===== src/rtl/mod_mul_vec.sv =====
// LANES-wide pipelined modular multiplier / fused multiply-add over Z_Q.
// Three register stages (product, Barrett quotient, reduction) with a global valid/ready stall.
module mod_mul_vec #(
  parameter int unsigned LANES = 4,
  parameter int unsigned WIDTH = 12,
  parameter int unsigned Q     = 3329,
  parameter int unsigned BK    = 2 * WIDTH
) (
  input  logic                   clk,
  input  logic                   rst,
  input  logic                   valid_i,
  output logic                   ready_o,
  input  logic                   mode_i,
  input  logic [LANES*WIDTH-1:0] a_i,
  input  logic [LANES*WIDTH-1:0] b_i,
  input  logic [LANES*WIDTH-1:0] c_i,
  output logic                   valid_o,
  input  logic                   ready_i,
  output logic [LANES*WIDTH-1:0] result_o
);

  localparam int unsigned PW = 2 * WIDTH;
  localparam int unsigned MW = PW + BK + 1;
  localparam logic [BK:0]     BK_ONE    = {1'b1, {BK{1'b0}}};
  localparam logic [BK:0]     BARRETT_M = BK_ONE / (BK + 1)'(Q);
  localparam logic [PW-1:0]   Q_P       = PW'(Q);
  localparam logic [WIDTH:0]  Q_S       = (WIDTH + 1)'(Q);

  // Stage 1: product, addend and mode
  logic                        v1_q, v1_d;
  logic                        m1_q, m1_d;
  logic [LANES-1:0][PW-1:0]    p1_q, p1_d;
  logic [LANES-1:0][WIDTH-1:0] c1_q, c1_d;

  // Stage 2: product and quotient estimate
  logic                        v2_q, v2_d;
  logic                        m2_q, m2_d;
  logic [LANES-1:0][PW-1:0]    p2_q, p2_d;
  logic [LANES-1:0][PW-1:0]    q2_q, q2_d;
  logic [LANES-1:0][WIDTH-1:0] c2_q, c2_d;

  // Stage 3: reduced result
  logic                        v3_q, v3_d;
  logic [LANES*WIDTH-1:0]      res3_q, res3_d;

  logic            stall;
  logic            advance;
  logic [PW-1:0]   r;
  logic [WIDTH:0]  s;

  assign valid_o  = v3_q;
  assign result_o = res3_q;
  assign stall    = v3_q & ~ready_i;
  assign advance  = ~stall;
  assign ready_o  = rst & ~stall;

  always_comb begin
    v1_d   = v1_q;
    m1_d   = m1_q;
    p1_d   = p1_q;
    c1_d   = c1_q;
    v2_d   = v2_q;
    m2_d   = m2_q;
    p2_d   = p2_q;
    q2_d   = q2_q;
    c2_d   = c2_q;
    v3_d   = v3_q;
    res3_d = res3_q;
    r      = '0;
    s      = '0;

    if (advance) begin
      v1_d = valid_i;
      m1_d = mode_i;
      v2_d = v1_q;
      m2_d = m1_q;
      p2_d = p1_q;
      c2_d = c1_q;
      v3_d = v2_q;
      for (int unsigned n = 0; n < LANES; n++) begin
        p1_d[n] = PW'(a_i[n*WIDTH +: WIDTH]) * PW'(b_i[n*WIDTH +: WIDTH]);
        c1_d[n] = c_i[n*WIDTH +: WIDTH];

        q2_d[n] = PW'((MW'(p1_q[n]) * MW'(BARRETT_M)) >> BK);

        // Barrett leaves r in [0, 3Q); two trims bring it into [0, Q)
        r = p2_q[n] - q2_q[n] * Q_P;
        if (r >= Q_P) r = r - Q_P;
        if (r >= Q_P) r = r - Q_P;
        s = {1'b0, WIDTH'(r)};
        if (m2_q) begin
          s = s + {1'b0, c2_q[n]};
          if (s >= Q_S) s = s - Q_S;
        end
        res3_d[n*WIDTH +: WIDTH] = WIDTH'(s);
      end
    end
  end

  always_ff @(posedge clk) begin
    if (!rst) begin
      v1_q   <= 1'b0;
      m1_q   <= 1'b0;
      p1_q   <= '0;
      c1_q   <= '0;
      v2_q   <= 1'b0;
      m2_q   <= 1'b0;
      p2_q   <= '0;
      q2_q   <= '0;
      c2_q   <= '0;
      v3_q   <= 1'b0;
      res3_q <= '0;
    end else begin
      v1_q   <= v1_d;
      m1_q   <= m1_d;
      p1_q   <= p1_d;
      c1_q   <= c1_d;
      v2_q   <= v2_d;
      m2_q   <= m2_d;
      p2_q   <= p2_d;
      q2_q   <= q2_d;
      c2_q   <= c2_d;
      v3_q   <= v3_d;
      res3_q <= res3_d;
    end
  end

endmodule


===== config.mk =====
export PLATFORM = sky130hd
export DESIGN_NAME = mod_mul_vec
export DESIGN_NICKNAME = d
export VERILOG_FILES = /design/src/rtl/mod_mul_vec.sv
export SDC_FILE = /design/constraint.sdc
export NUM_CORES = 2
export LEC_CHECK = 0
export BUFFER_PORTS_ARGS = -buffer_cell sky130_fd_sc_hd__buf_2
export CORE_AREA = 2 2 454 456
export DETAILED_ROUTE_END_ITERATION = 6
export DIE_AREA = 0 0 456 458
export PLACE_DENSITY = 0.55
export SLEW_MARGIN = 40
export SYNTH_ARGS = -nofsm -noshare
export SYNTH_HDL_FRONTEND = slang
export SYNTH_SLANG_ARGS = --single-unit

===== constraint.sdc =====
create_clock -name clk -period 12.38 [get_ports clk]
set_input_delay 1.238 -clock clk [delete_from_list [all_inputs] [get_ports clk]]
set_output_delay 1.238 -clock clk [all_outputs]
set_load 0.05 [all_outputs]

==> summary.txt <==
Timing
  – Final setup violation count: 0
  – Setup TNS: 0 ns
  – FMAX: 0.08794 GHz
  – Slew @ Worst Pin: 0.8139 ns
  – Final hold violations: 0
  – Worst Skew: 0.03128 ns
  – RSZ-0062 raised after global routing: no
  – Crit path time final: 11.37 ns
  – Final Max Tran Viols: 0
  – Final Cycle Share: 0.9185
  – Slew Limit Headroom: 0.4434

Cells and area
  – Commonest non-fill, non-tap cell in the layout: inv_1
  – Syn-to-layout area delta: 7.682%
  – Final #Nets: 10570
  – # fillers: 20720
  – Seq. cell area: 7868 um2
  – Layout cell share with drive strength beyond 1: 0.04819
  – Most frequent cells in the layout: 1537 x inv_1, 1181 x nand2_1, 1136 x ha_1
  – Multi-input logic area: 56550 um2

Drt
  – Routed vias: 54070
  – Post-route ant nets: 0
  – Remaining DRCs: 0
  – Drt first pass iters: 5
  – Via/cell ratio: 4.918
  – Routed WL: 179300 um
  – Wire per inst: 16.31 um
  – Initial DRC Count: 2699

Worst hold path
  – Hold_sp: result_o[10]
  – Worst hold path depth: 2
  – Hold Path Class: reg2reg
  – Worst Hold End: result_o[10]

Critical path
  – Worst R2R Path Depth: 44
  – R2r setup slk: 1.01 ns
  – Setup crit start kind: flop
  – Worst path max stage delay: 0.51 ns
  – Critical path's slowest cell: or4_1
  – R2R Path End: result_o[40]
  – Critical Path Fanout Max: 10
  – Reg2reg start: q2_q[75]
  – Critical setup path kind: reg2reg
  – Critical Path AT: 11.93 ns
  – Worst Path Required: 12.94 ns
  – CP Capture Type: flop

CTS
  – CTS root buf: clkbuf_16
  – Clock latency on the worst-skew pair: 0.67 ns
  – Number of gates resized after CTS: 0
  – Cts bufs inserted: 53
  – Clock transition at path regs: 0.06 ns
  – Clock Path Buffers: 3
  – CTS tree: done
  – CTS sink cnt: 393
  – H-Tree Depth: 2

Yosys
  – Syn Inst Count: 8252
  – Post-synth cell types: 93
  – Synth Area per Inst: 8.623 um2
  – Async set or reset register ratio after synthesis: 0
  – Syn Nets: 10570
  – Sequential share of the synthesized area: 0.1106
  – Post-synthesis register bit count: 393
  – Synth Cell Area: 71160 um2
  – EDFF count, synth: 0
  – Ys Warns: 0
  – Most used flip-flop cell after synthesis: dfxtp_1

Global route
  – Met2 Usage GRT: 0.2870
  – First-pass GRT wire length: 299400 um
  – Grt peak-use layer: met2
  – Largest net degree at the start of global routing: 156
  – Via count of the first global-routing pass: 56420
  – Initial antenna violation count: 15
  – GRT Overall Usage: 0.1736
  – GR Layer Usage met1: 0.2468
  – Total grt overflow: 0
  – GR Layer Usage met3: 0.01709

Floorplanning
  – DIE HEIGHT: 458 um
  – Rows: 166
  – Initial core utilization: 0.3492
  – Die X: 456 um
  – Core ar.: 203800 um2
  – Full die area: 208800 um2
  – Number of I/O pins: 199

Run
  – MaxCap Viol Count: 0

Place
  – Placed wire-length estimate: 147200 um
  – Port bufs: 198
  – Gpl congestion: 0.8717

Outcome
  – Status: finished clean
[critical path: cells and delay by family (launching register included)]
family | cells | cell delay [ns]
simple gates | 12 | 2.90
compound gates | 17 | 3.83
buf+inv | 3 | 0.50
fa+ha+maj | 8 | 2.90
flops | 1 | 0.42
xor+xnor | 4 | 0.71
[synth_stat cells (12+ instances only)]
cell	n	share of area
o2111ai_1	15	0.0018
or4_1	15	0.0016
xor2_1	123	0.015
or2_2	28	0.0025
nor2_1	257	0.014
dfxtp_1	393	0.11
and2_1	230	0.020
nor3_1	93	0.0065
nand2b_1	39	0.0034
and3_1	33	0.0029
a31oi_1	41	0.0036
fa_1	1028	0.29
a21oi_1	491	0.035
xnor2_1	236	0.029
o22ai_1	12	0.0011
ha_1	1136	0.20
o21ai_0	258	0.018
o211a_1	14	0.0020
a221o_1	21	0.0030
a31o_2	16	0.0020
o21a_1	35	0.0037
o21bai_1	19	0.0020
a21o_1	127	0.013
nand2_1	1183	0.062
nor3b_1	12	0.0013
mux2i_1	20	0.0028
clkbuf_1	248	0.013
o31ai_1	26	0.0027
buf_1	14	0.00074
nand3_1	108	0.0076
nand4_1	27	0.0024
nor2b_1	44	0.0039
nor4_1	25	0.0022
nand3b_1	17	0.0018
or3_1	44	0.0039
o211ai_1	29	0.0031
a21boi_0	25	0.0026
a211oi_1	34	0.0036
inv_1	1539	0.081
[layout make-up]
type,count,share of cell area
tap,2688,0.04389
clock inverter,23,0.003674
inverter,1539,0.07549
antenna,5,0.0001633
multi-input combinational,6046,0.7380
clock buffer,73,0.01973
timing repair buffer,226,0.01636
sequential,393,0.1027
[flip-flops by register name (all words and copies together) (netlist names)]
name / count
m2_q: 1
v2_q: 1
m1_q: 1
result_o: 48
q2_q: 52
c1_q: 48
p2_q: 96
p1_q: 96
valid_o: 1
c2_q: 48
v1_q: 1
[cells by family after synthesis]
| logic type | Yosys count | synth area share |
|---|---|---|
| buf+inv | 1813 | 0.09599 |
| simple gates | 2196 | 0.1414 |
| flops | 393 | 0.1106 |
| compound gates | 1303 | 0.1155 |
| fa+ha+maj | 2165 | 0.4891 |
| xor+xnor | 359 | 0.04419 |
| mux | 23 | 0.003288 |
[worst max path at each step]
stage,start,endpoint,slack [ns],depth (start not counted)
2_1_floorplan,q2_q[74],result_o[43],2.04,44
3_3_place_gp,q2_q[75],result_o[40],1.16,43
3_5_place_dp,q2_q[76],result_o[40],0.90,43
4_1_cts,q2_q[76],result_o[40],0.88,43
5_1_grt,p2_q[3],result_o[4],0.006,45
6_report,q2_q[75],result_o[40],1.01,44
[stage by stage]
step	util	setup WS [ns]	cell area [um2]	instances	hold slack, ns
2_1_floorplan	-	2.039	71160	8252	0.4319
3_3_place_gp	0.3666	1.156	74690	10890	0.4395
3_5_place_dp	0.3667	0.9006	74720	10890	0.4368
4_1_cts	0.3755	0.8825	76520	10980	0.4507
5_1_grt	0.3760	0.006358	76610	10990	0.4665
6_report	0.3761	1.008	76620	10990	0.4481
[routing by layer]
layer,part of all wire,vias to the layer above
li1,-,26560
met3,0.035,137
met4,0.017,12
met2,0.46,788
met5,0.00044,-
met1,0.49,26570
[timing repair]
item,4_1_cts,5_1_grt
setup buffers,0,4
hold buffers,0,0
endpoints found under the setup margin,0,4
Power is left out: the tool's default activity adds up to more than one toggle a clock period on the data nets, which glitch-free logic cannot reach.
